<file path="config.mk">
export PLATFORM = sky130hd
export DESIGN_NAME = bus_addr_dec_seq
export DESIGN_NICKNAME = d
export VERILOG_FILES = /design/src/rtl/bus_addr_dec_seq_pkg.sv /design/src/rtl/bus_region_match.sv /design/src/rtl/bus_addr_dec_seq.sv
export SDC_FILE = /design/constraint.sdc
export NUM_CORES = 1
export LEC_CHECK = 0
export BUFFER_PORTS_ARGS = -buffer_cell sky130_fd_sc_hd__buf_2
export CAP_MARGIN = 10
export CORE_MARGIN = 5
export CORE_UTILIZATION = 30
export CTS_BUF_LIST = sky130_fd_sc_hd__clkbuf_4 sky130_fd_sc_hd__clkbuf_8
export DETAILED_ROUTE_END_ITERATION = 7
export PLACE_DENSITY = 0.57
export SLEW_MARGIN = 40
export SYNTH_ARGS = -nofsm -noshare
export SYNTH_HDL_FRONTEND = slang
export SYNTH_SLANG_ARGS = --single-unit
</file>
<file path="constraint.sdc">
create_clock -name clk -period 2.65 [get_ports clk]
set_input_delay 0.53 -clock clk [delete_from_list [all_inputs] [get_ports clk]]
set_output_delay 0.53 -clock clk [all_outputs]
set_load 0.03 [all_outputs]
</file>
<file path="src/rtl/bus_addr_dec_seq_pkg.sv">
// Shared types and defaults for the registered bus address decoder.
// State encoding, default region map and error counter helpers.
package bus_addr_dec_seq_pkg;

    typedef enum logic {
        IDLE = 1'b0,
        SEL  = 1'b1
    } state_t;

    localparam int ERR_CNT_W = 8;
    localparam int TO_CNT_W  = 8;

    localparam logic [15:0] DEF_SLV_LO = {4'h4, 4'h2, 4'h1, 4'h0};
    localparam logic [15:0] DEF_SLV_HI = {4'h5, 4'h3, 4'h1, 4'h0};

    function automatic logic [ERR_CNT_W-1:0] sat_inc(
        input logic [ERR_CNT_W-1:0] v
    );
        return (&v) ? v : v + 1'b1;
    endfunction

endpackage

</file>
<file path="src/rtl/bus_region_match.sv">
// Region range compare and priority encode for the address decoder.
// Lowest slave index wins when ranges overlap.
module bus_region_match #(
    parameter int                         NUM_SLV = 4,
    parameter int                         REG_W   = 4,
    parameter int                         IDX_W   = 2,
    parameter logic [NUM_SLV*REG_W-1:0]   SLV_LO  = '0,
    parameter logic [NUM_SLV*REG_W-1:0]   SLV_HI  = '0
) (
    input  logic [REG_W-1:0] region,
    output logic             hit,
    output logic [IDX_W-1:0] idx
);

    // Scan from the top so the lowest matching slave is written last.
    always_comb begin
        hit = 1'b0;
        idx = '0;
        for (int i = NUM_SLV - 1; i >= 0; i--) begin
            if (region >= SLV_LO[i*REG_W +: REG_W] &&
                region <= SLV_HI[i*REG_W +: REG_W]) begin
                hit = 1'b1;
                idx = IDX_W'(i);
            end
        end
    end

endmodule

</file>
<file path="src/rtl/bus_addr_dec_seq.sv">
// Registered bus address decoder with held slave select and error capture.
// Optional ack timeout enabled by defining BUS_ADDR_DEC_TIMEOUT_EN.
module bus_addr_dec_seq
    import bus_addr_dec_seq_pkg::*;
#(
    parameter int                         ADDR_W  = 8,
    parameter int                         REG_W   = 4,
    parameter int                         NUM_SLV = 4,
    parameter logic [NUM_SLV*REG_W-1:0]   SLV_LO  = DEF_SLV_LO,
    parameter logic [NUM_SLV*REG_W-1:0]   SLV_HI  = DEF_SLV_HI,
    parameter int                         TO_CYC  = 15
) (
    input  logic                 clk,
    input  logic                 reset,
    input  logic                 m_req,
    input  logic [ADDR_W-1:0]    m_addr,
    output logic                 m_ready,
    output logic                 m_err,
    output logic [NUM_SLV-1:0]   s_sel,
    input  logic [NUM_SLV-1:0]   s_ack,
    output logic                 busy,
    output logic [ADDR_W-1:0]    err_addr,
    output logic [ERR_CNT_W-1:0] err_cnt
);

    localparam int IDX_W = (NUM_SLV > 1) ? $clog2(NUM_SLV) : 1;

    state_t                 state, state_nxt;
    logic [NUM_SLV-1:0]     sel_nxt;
    logic                   busy_nxt;
    logic                   rdy_nxt;
    logic                   err_nxt;
    logic [ADDR_W-1:0]      eaddr_nxt;
    logic [ERR_CNT_W-1:0]   ecnt_nxt;
    logic [ADDR_W-1:0]      addr_q, addr_nxt;
    logic [IDX_W-1:0]       idx_q, idx_nxt;
    logic                   hit;
    logic [IDX_W-1:0]       match_idx;

`ifdef BUS_ADDR_DEC_TIMEOUT_EN
    localparam logic [TO_CNT_W-1:0] TO_LIM = TO_CNT_W'(TO_CYC - 1);
    logic [TO_CNT_W-1:0]    to_cnt, to_nxt;
`endif

    bus_region_match #(
        .NUM_SLV (NUM_SLV),
        .REG_W   (REG_W),
        .IDX_W   (IDX_W),
        .SLV_LO  (SLV_LO),
        .SLV_HI  (SLV_HI)
    ) u_match (
        .region (m_addr[ADDR_W-1 -: REG_W]),
        .hit    (hit),
        .idx    (match_idx)
    );

    // Next-state and next-output logic; pulses default low every cycle.
    always_comb begin
        state_nxt = state;
        sel_nxt   = s_sel;
        busy_nxt  = busy;
        rdy_nxt   = 1'b0;
        err_nxt   = 1'b0;
        eaddr_nxt = err_addr;
        ecnt_nxt  = err_cnt;
        addr_nxt  = addr_q;
        idx_nxt   = idx_q;
`ifdef BUS_ADDR_DEC_TIMEOUT_EN
        to_nxt    = to_cnt;
`endif
        unique case (state)
            IDLE: begin
                if (m_req) begin
                    if (hit) begin
                        state_nxt = SEL;
                        sel_nxt   = NUM_SLV'(1) << match_idx;
                        busy_nxt  = 1'b1;
                        addr_nxt  = m_addr;
                        idx_nxt   = match_idx;
`ifdef BUS_ADDR_DEC_TIMEOUT_EN
                        to_nxt    = '0;
`endif
                    end else begin
                        rdy_nxt   = 1'b1;
                        err_nxt   = 1'b1;
                        eaddr_nxt = m_addr;
                        ecnt_nxt  = sat_inc(err_cnt);
                    end
                end
            end
            SEL: begin
                if (s_ack[idx_q]) begin
                    state_nxt = IDLE;
                    sel_nxt   = '0;
                    busy_nxt  = 1'b0;
                    rdy_nxt   = 1'b1;
                end else begin
`ifdef BUS_ADDR_DEC_TIMEOUT_EN
                    if (to_cnt == TO_LIM) begin
                        state_nxt = IDLE;
                        sel_nxt   = '0;
                        busy_nxt  = 1'b0;
                        rdy_nxt   = 1'b1;
                        err_nxt   = 1'b1;
                        eaddr_nxt = addr_q;
                        ecnt_nxt  = sat_inc(err_cnt);
                    end else begin
                        to_nxt = to_cnt + 1'b1;
                    end
`endif
                end
            end
            default: begin
                state_nxt = IDLE;
                sel_nxt   = '0;
                busy_nxt  = 1'b0;
            end
        endcase
    end

    // State and output registers; reset clears everything immediately.
    always_ff @(posedge clk or posedge reset) begin
        if (reset) begin
            state    <= IDLE;
            s_sel    <= '0;
            busy     <= 1'b0;
            m_ready  <= 1'b0;
            m_err    <= 1'b0;
            err_addr <= '0;
            err_cnt  <= '0;
            addr_q   <= '0;
            idx_q    <= '0;
`ifdef BUS_ADDR_DEC_TIMEOUT_EN
            to_cnt   <= '0;
`endif
        end else begin
            state    <= state_nxt;
            s_sel    <= sel_nxt;
            busy     <= busy_nxt;
            m_ready  <= rdy_nxt;
            m_err    <= err_nxt;
            err_addr <= eaddr_nxt;
            err_cnt  <= ecnt_nxt;
            addr_q   <= addr_nxt;
            idx_q    <= idx_nxt;
`ifdef BUS_ADDR_DEC_TIMEOUT_EN
            to_cnt   <= to_nxt;
`endif
        end
    end

endmodule

</file>
* Yosys cells after proc, flatten, opt, wreduce, memory -nomap -nowiden
Index checks and enable logic that the tools add are counted.
** Word-level totals
- Register bits after elaboration :: 26
- Input bits :: 15
- Output and inout bits :: 23
- Word-level logic and storage cells :: 61
** Operators by class
- Add/subtract/negate cells :: 1
- Order comparisons :: 9
- Eq/ne operators :: 3
- Shift-type cells :: 1
- Multiplexer cells :: 27
- Bitwise logic cells :: 3
- Reduce and logical (&&, ||, !) cells :: 9
** Operators by type and width (count)
- $mux 1 :: 15
- $mux 4 :: 3
- $reduce_and 3->1 :: 3
- $add 8x1->8 const B :: 1
- $ge 4x1->1 const B :: 2
- $le 4x1->1 const B :: 2
- $mux 2 :: 4
- $pmux 4 s2 :: 1
- $reduce_and 8->1 :: 1
- $pmux 1 s2 :: 3
- $ge 4x2->1 const B :: 1
- $ge 4x3->1 const B :: 1
- $le 4x2->1 const B :: 1
- $le 4x3->1 const B :: 1
- $logic_and 1x1->1 :: 4
- $ne 2x2->1 const B :: 2
- $reduce_and 4->1 :: 1
- $shl 1x2->4 const A :: 1
- $lt 2x3->1 const B :: 1
- $not 1->1 :: 3
- $bmux 1 s2 :: 1
- $ne 2x1->1 const B :: 1

* Longest topological paths before layout
- Depth in word-level cells :: 10
- Depth in mapped cells :: 5
- Mapped depth without buffers :: 5

* Hierarchy
Synthesis repeated with hierarchy kept, for this count alone.
** Second synthesis, totals
- Cells, all modules :: 95
- Area total of the unflattened synthesis :: 1154.9 um2
** Modules (own cells, without submodules)
- bus_addr_dec_seq :: instances 1, cells an instance 90, area each 1128.6 um2, seq. area each 650.6 um2
- bus_region_match :: instances 1, cells an instance 5, area each 26.3 um2, seq. area each 0.0 um2

* Least setup slack after synthesis
Ideal clock, no wire load.
- Kind :: register to register
- Start :: register err_cnt[0]
- End :: register err_cnt[1]
- Setup time :: 0.125 ns
- Data arrival time :: 1.533 ns
- Data required time :: 2.525 ns
- Setup slack :: 0.992 ns
- Cell stages (with the launch flop) :: 5
- Buffers on the path :: 0
- Period minus slack after synthesis :: 1.658 ns
- Cells stage by stage :: dfrtp_1 ha_1 nand3_1 o21ai_1 mux2_2
** Between the ends
- Cells in the longest elaborated chain, start to end :: 3
- Elaborated cells between the ends (all ways) :: 4
- Classes of those cells :: 1 x add/sub; 1 x bitwise; 2 x reduce/logical
** Ends and longest elaborated chain
- start, declared :: line bus_addr_dec_seq.sv:23 : output logic [ERR_CNT_W-1:0] err_cnt
- start signal, assigned :: line bus_addr_dec_seq.sv:143 : err_cnt <= ecnt_nxt;
- parallel branches: the longest is 3 deep, another holds $add 8x1->8
Several ways; the timed one is not identified.
A chain may end at the register's enable or synchronous reset.

* Worst setup path in the final report
- Start :: register state
- End :: register err_cnt[1]
** Between the ends
- Cells in the longest elaborated chain, start to end :: 2
** Ends and longest elaborated chain
- start, declared :: line bus_addr_dec_seq.sv:28 : state_t state, state_nxt;
- start signal, assigned :: line bus_addr_dec_seq.sv:137 : state <= state_nxt;
- $not 1->1 (no line)
- $reduce_and 4->1 (no line)
No other way between the ends.

==> run metrics <==
worst-skew pair later-pin latency 0.26 ns; YS warnings 0; initial antenna violation count 0; RSZ-0062 raised after global routing false; crit path capture type flop; die area 5310 µm²; skew final 0.00418 ns; CP Launch Type flop; M3 GR Usage 0.0303; Worst-path clk slew roughly 0.090 ns; combinational power share 0.398; Post-CTS Setup Bufs 0; GRT busiest layer met1; hold-fix buffers at CTS 0; switching share of power 0.407; main combinational cell family by area after synthesis multiplexers; GR Util met1 0.149; fin worst setup slack approximately 1 ns; antenna-violating nets left 0; I/O Buffers 37; area grow syn2layout 25.0%; P per Cell Area 972 nW/µm²; Post-Syn Instances 93; GPL Wtd Cong 0.790; Final Core Density 0.396; post-place instance area roughly 1400 µm²; count of state elements after synthesis 26; mux contribution to synthesized area 0.175; CTS Root Buffer Type clkbuf_8; Clk network pwr share 0.174; status finished, final reports clean; worst reg2reg path startpoint state; vias in the first global route 865; CTS tree done; layout cells sized above 1 0.470; Leak approximately 0.7 nW; DP Wirelength 1940 µm; Netlist cell types 33; final-stage net count 151; post-synthesis adder-cell area fraction 0.0105; Reg2Reg Depth 4; Core ar. 3740 µm²; relative slew slack 0.726; CP Max Fanout 14; Ports 38; Fin. Hold Viols 0; ANT cells 0; Initial Util 0.317; Tot Pwr approximately 0.0014 W; met2 Use GR 0.140; Post-CTS Resized 0; Final period util 0.619; gr usage total 0.100; Max Cap Violations 0; grt total ovfl 0; Tightest Pin Transition 0.407 ns; Reg-to-Reg End err_cnt[1]; classification of the worst setup path flop to flop; # rows 22; DRT iter0 DRCs 29; Synthesized Nets 109; Critical Path AT 1.80 ns; Final Instance Area 1480 µm²; sequential area share after synthesis 0.549; Syn Area/Cell around 13 µm²; # clock sinks 26; synthesized area 1190 µm²; Die Y 72.9 µm; r2r setup slk 1.01 ns; max-slew violations 0; largest net degree at the start of global routing 27; number of vias per cell 4.68; Synth Area in Simple Gates 0.159; Synth Area in Compound Gates 0.0622; drt drc 0; total number of vias 852; CTS buffer count 3; reported net switching power 0.000587 W; sequential power share 0.428; P_int ~0.00085 W; first-pass GRT wire length 4180 µm; Routed WL 2490 µm; DP Worst Slack 0.905 ns; CTS H-tree depth 1; final setup vio count 0; Pre-Repair DR Iteration Count 6; fmax roughly 0.61 GHz; XOR/XNOR Fraction of Synth Area 0.0222; hold crit path type input pin to async pin; Min Clock Period, post-route approximately 1.6 ns; CTS Buffer Depth 2; DIE WIDTH 72.9 µm; setup total negative slack 0 ns; Required @ worst endpoint 2.81 ns; maximum VDD drop between 0.4 and 0.5 mV; DR WL/cell between 10 and 15 µm
per-stage QoR:
step | hold WS (ns) | std cells
5_1_grt | 0.327 | 182
4_1_cts | 0.311 | 182
3_3_place_gp | 0.490 | 178
2_1_floorplan | 0.504 | 93
3_5_place_dp | 0.486 | 178
6_report | 0.297 | 182
Yosys cell counts:
master,instances,area share
nor3_1,1,0.0042
nand3b_1,1,0.0063
nand2_1,6,0.019
nor4b_1,1,0.0074
nor3_2,1,0.0084
nor4_1,2,0.011
nor2_4,1,0.0095
o22ai_1,1,0.0053
or2_2,1,0.0053
mux2_4,2,0.025
nor2_1,2,0.0063
a22o_1,2,0.015
nand3_1,2,0.0084
nand2b_1,4,0.021
mux2_1,1,0.0095
dfrtp_1,26,0.55
mux2_2,13,0.12
mux2i_1,2,0.017
nand4_1,4,0.021
a21oi_4,1,0.014
xor2_1,1,0.0074
nor2b_4,1,0.012
buf_6,1,0.0095
xnor2_1,2,0.015
inv_1,4,0.013
and3_1,1,0.0053
o41ai_1,1,0.0074
o21ai_1,1,0.0042
o21ai_0,2,0.0084
a21oi_1,2,0.0084
ha_1,1,0.011
nand3b_2,1,0.0095
or3_1,1,0.0053
sequential cells by signal, indices dropped and copies added, names as in the netlist:
register,cells
err_addr,8
err_cnt,8
s_sel,4
idx_q,2
busy,1
m_err,1
m_ready,1
state,1
cell type report:
type                    instances  area [µm²]
fillers                       376        2260
inverters                       4        15.0
flip-flops and latches         26         651
multi-input cells              62         509
well taps                      48        60.1
clock buffers                   4        55.1
repair buffers                 38         193
power groups by stage:
stage | logic (W) | registers (W) | clock network, W
detailed placement | 0.000581 | 0.000623 | 0
CTS | 0.000581 | 0.000617 | 0.000260
global placement | 0.000576 | 0.000620 | 0
finish | 0.000574 | 0.000617 | 0.000251
global route | 0.000618 | 0.000641 | 0.000282
floorplan | 0.000201 | 0.000824 | 0
worst max-delay path by stage:
stage                           from         end  slack [ns]  depth (start not counted)
after CTS                      state  err_cnt[1]         1.0                          4
after floorplan           err_cnt[0]  err_cnt[1]        0.99                          4
after global routing           state  err_cnt[1]        0.88                          4
after detailed placement   m_addr[5]  err_cnt[1]        0.91                          5
after global placement         m_req  err_cnt[1]        0.93                          5
final                          state  err_cnt[1]        1.01                          4
cell usage in the layout, fill, tap and decap left out, types with 2 or more instances in the layout:
cell type	netlist	final
buf_2	0	37
a22o_1	2	2
a21oi_1	2	2
xnor2_1	2	2
nand4_1	4	4
mux2i_1	2	2
nand2b_1	4	4
mux2_4	2	2
dfrtp_1	26	26
nand2_1	6	6
mux2_2	13	13
nor2_1	2	2
inv_1	4	4
nor4_1	2	2
o21ai_0	2	2
clkbuf_8	0	4
nand3_1	2	2
worst max-delay path: stages (launching register included):
cell and delay, ns:
dfrtp_1 0.45, nand2b_1 0.28, nor2_4 0.34, o21ai_1 0.17, mux2_2 0.30
per-layer routing:
layer  vias to the layer above  part of all wire
li1                        416                 -
met1                       408              0.49
met2                        28              0.45
met4                         0                 0
met3                         0             0.058
met5                         -                 0
logic make-up (layout without fill, tap and decap cells):
group | count (synthesis) | count (layout)
multiplexers | 18 | 18
XOR/XNOR | 3 | 3
adder cells (fa/ha/maj) | 1 | 1
AO/OA/AOI/OAI | 10 | 10
flip-flops | 26 | 26
AND/OR/NAND/NOR | 30 | 30
buffers and inverters | 5 | 46
(Power assumes the default switching activity.)
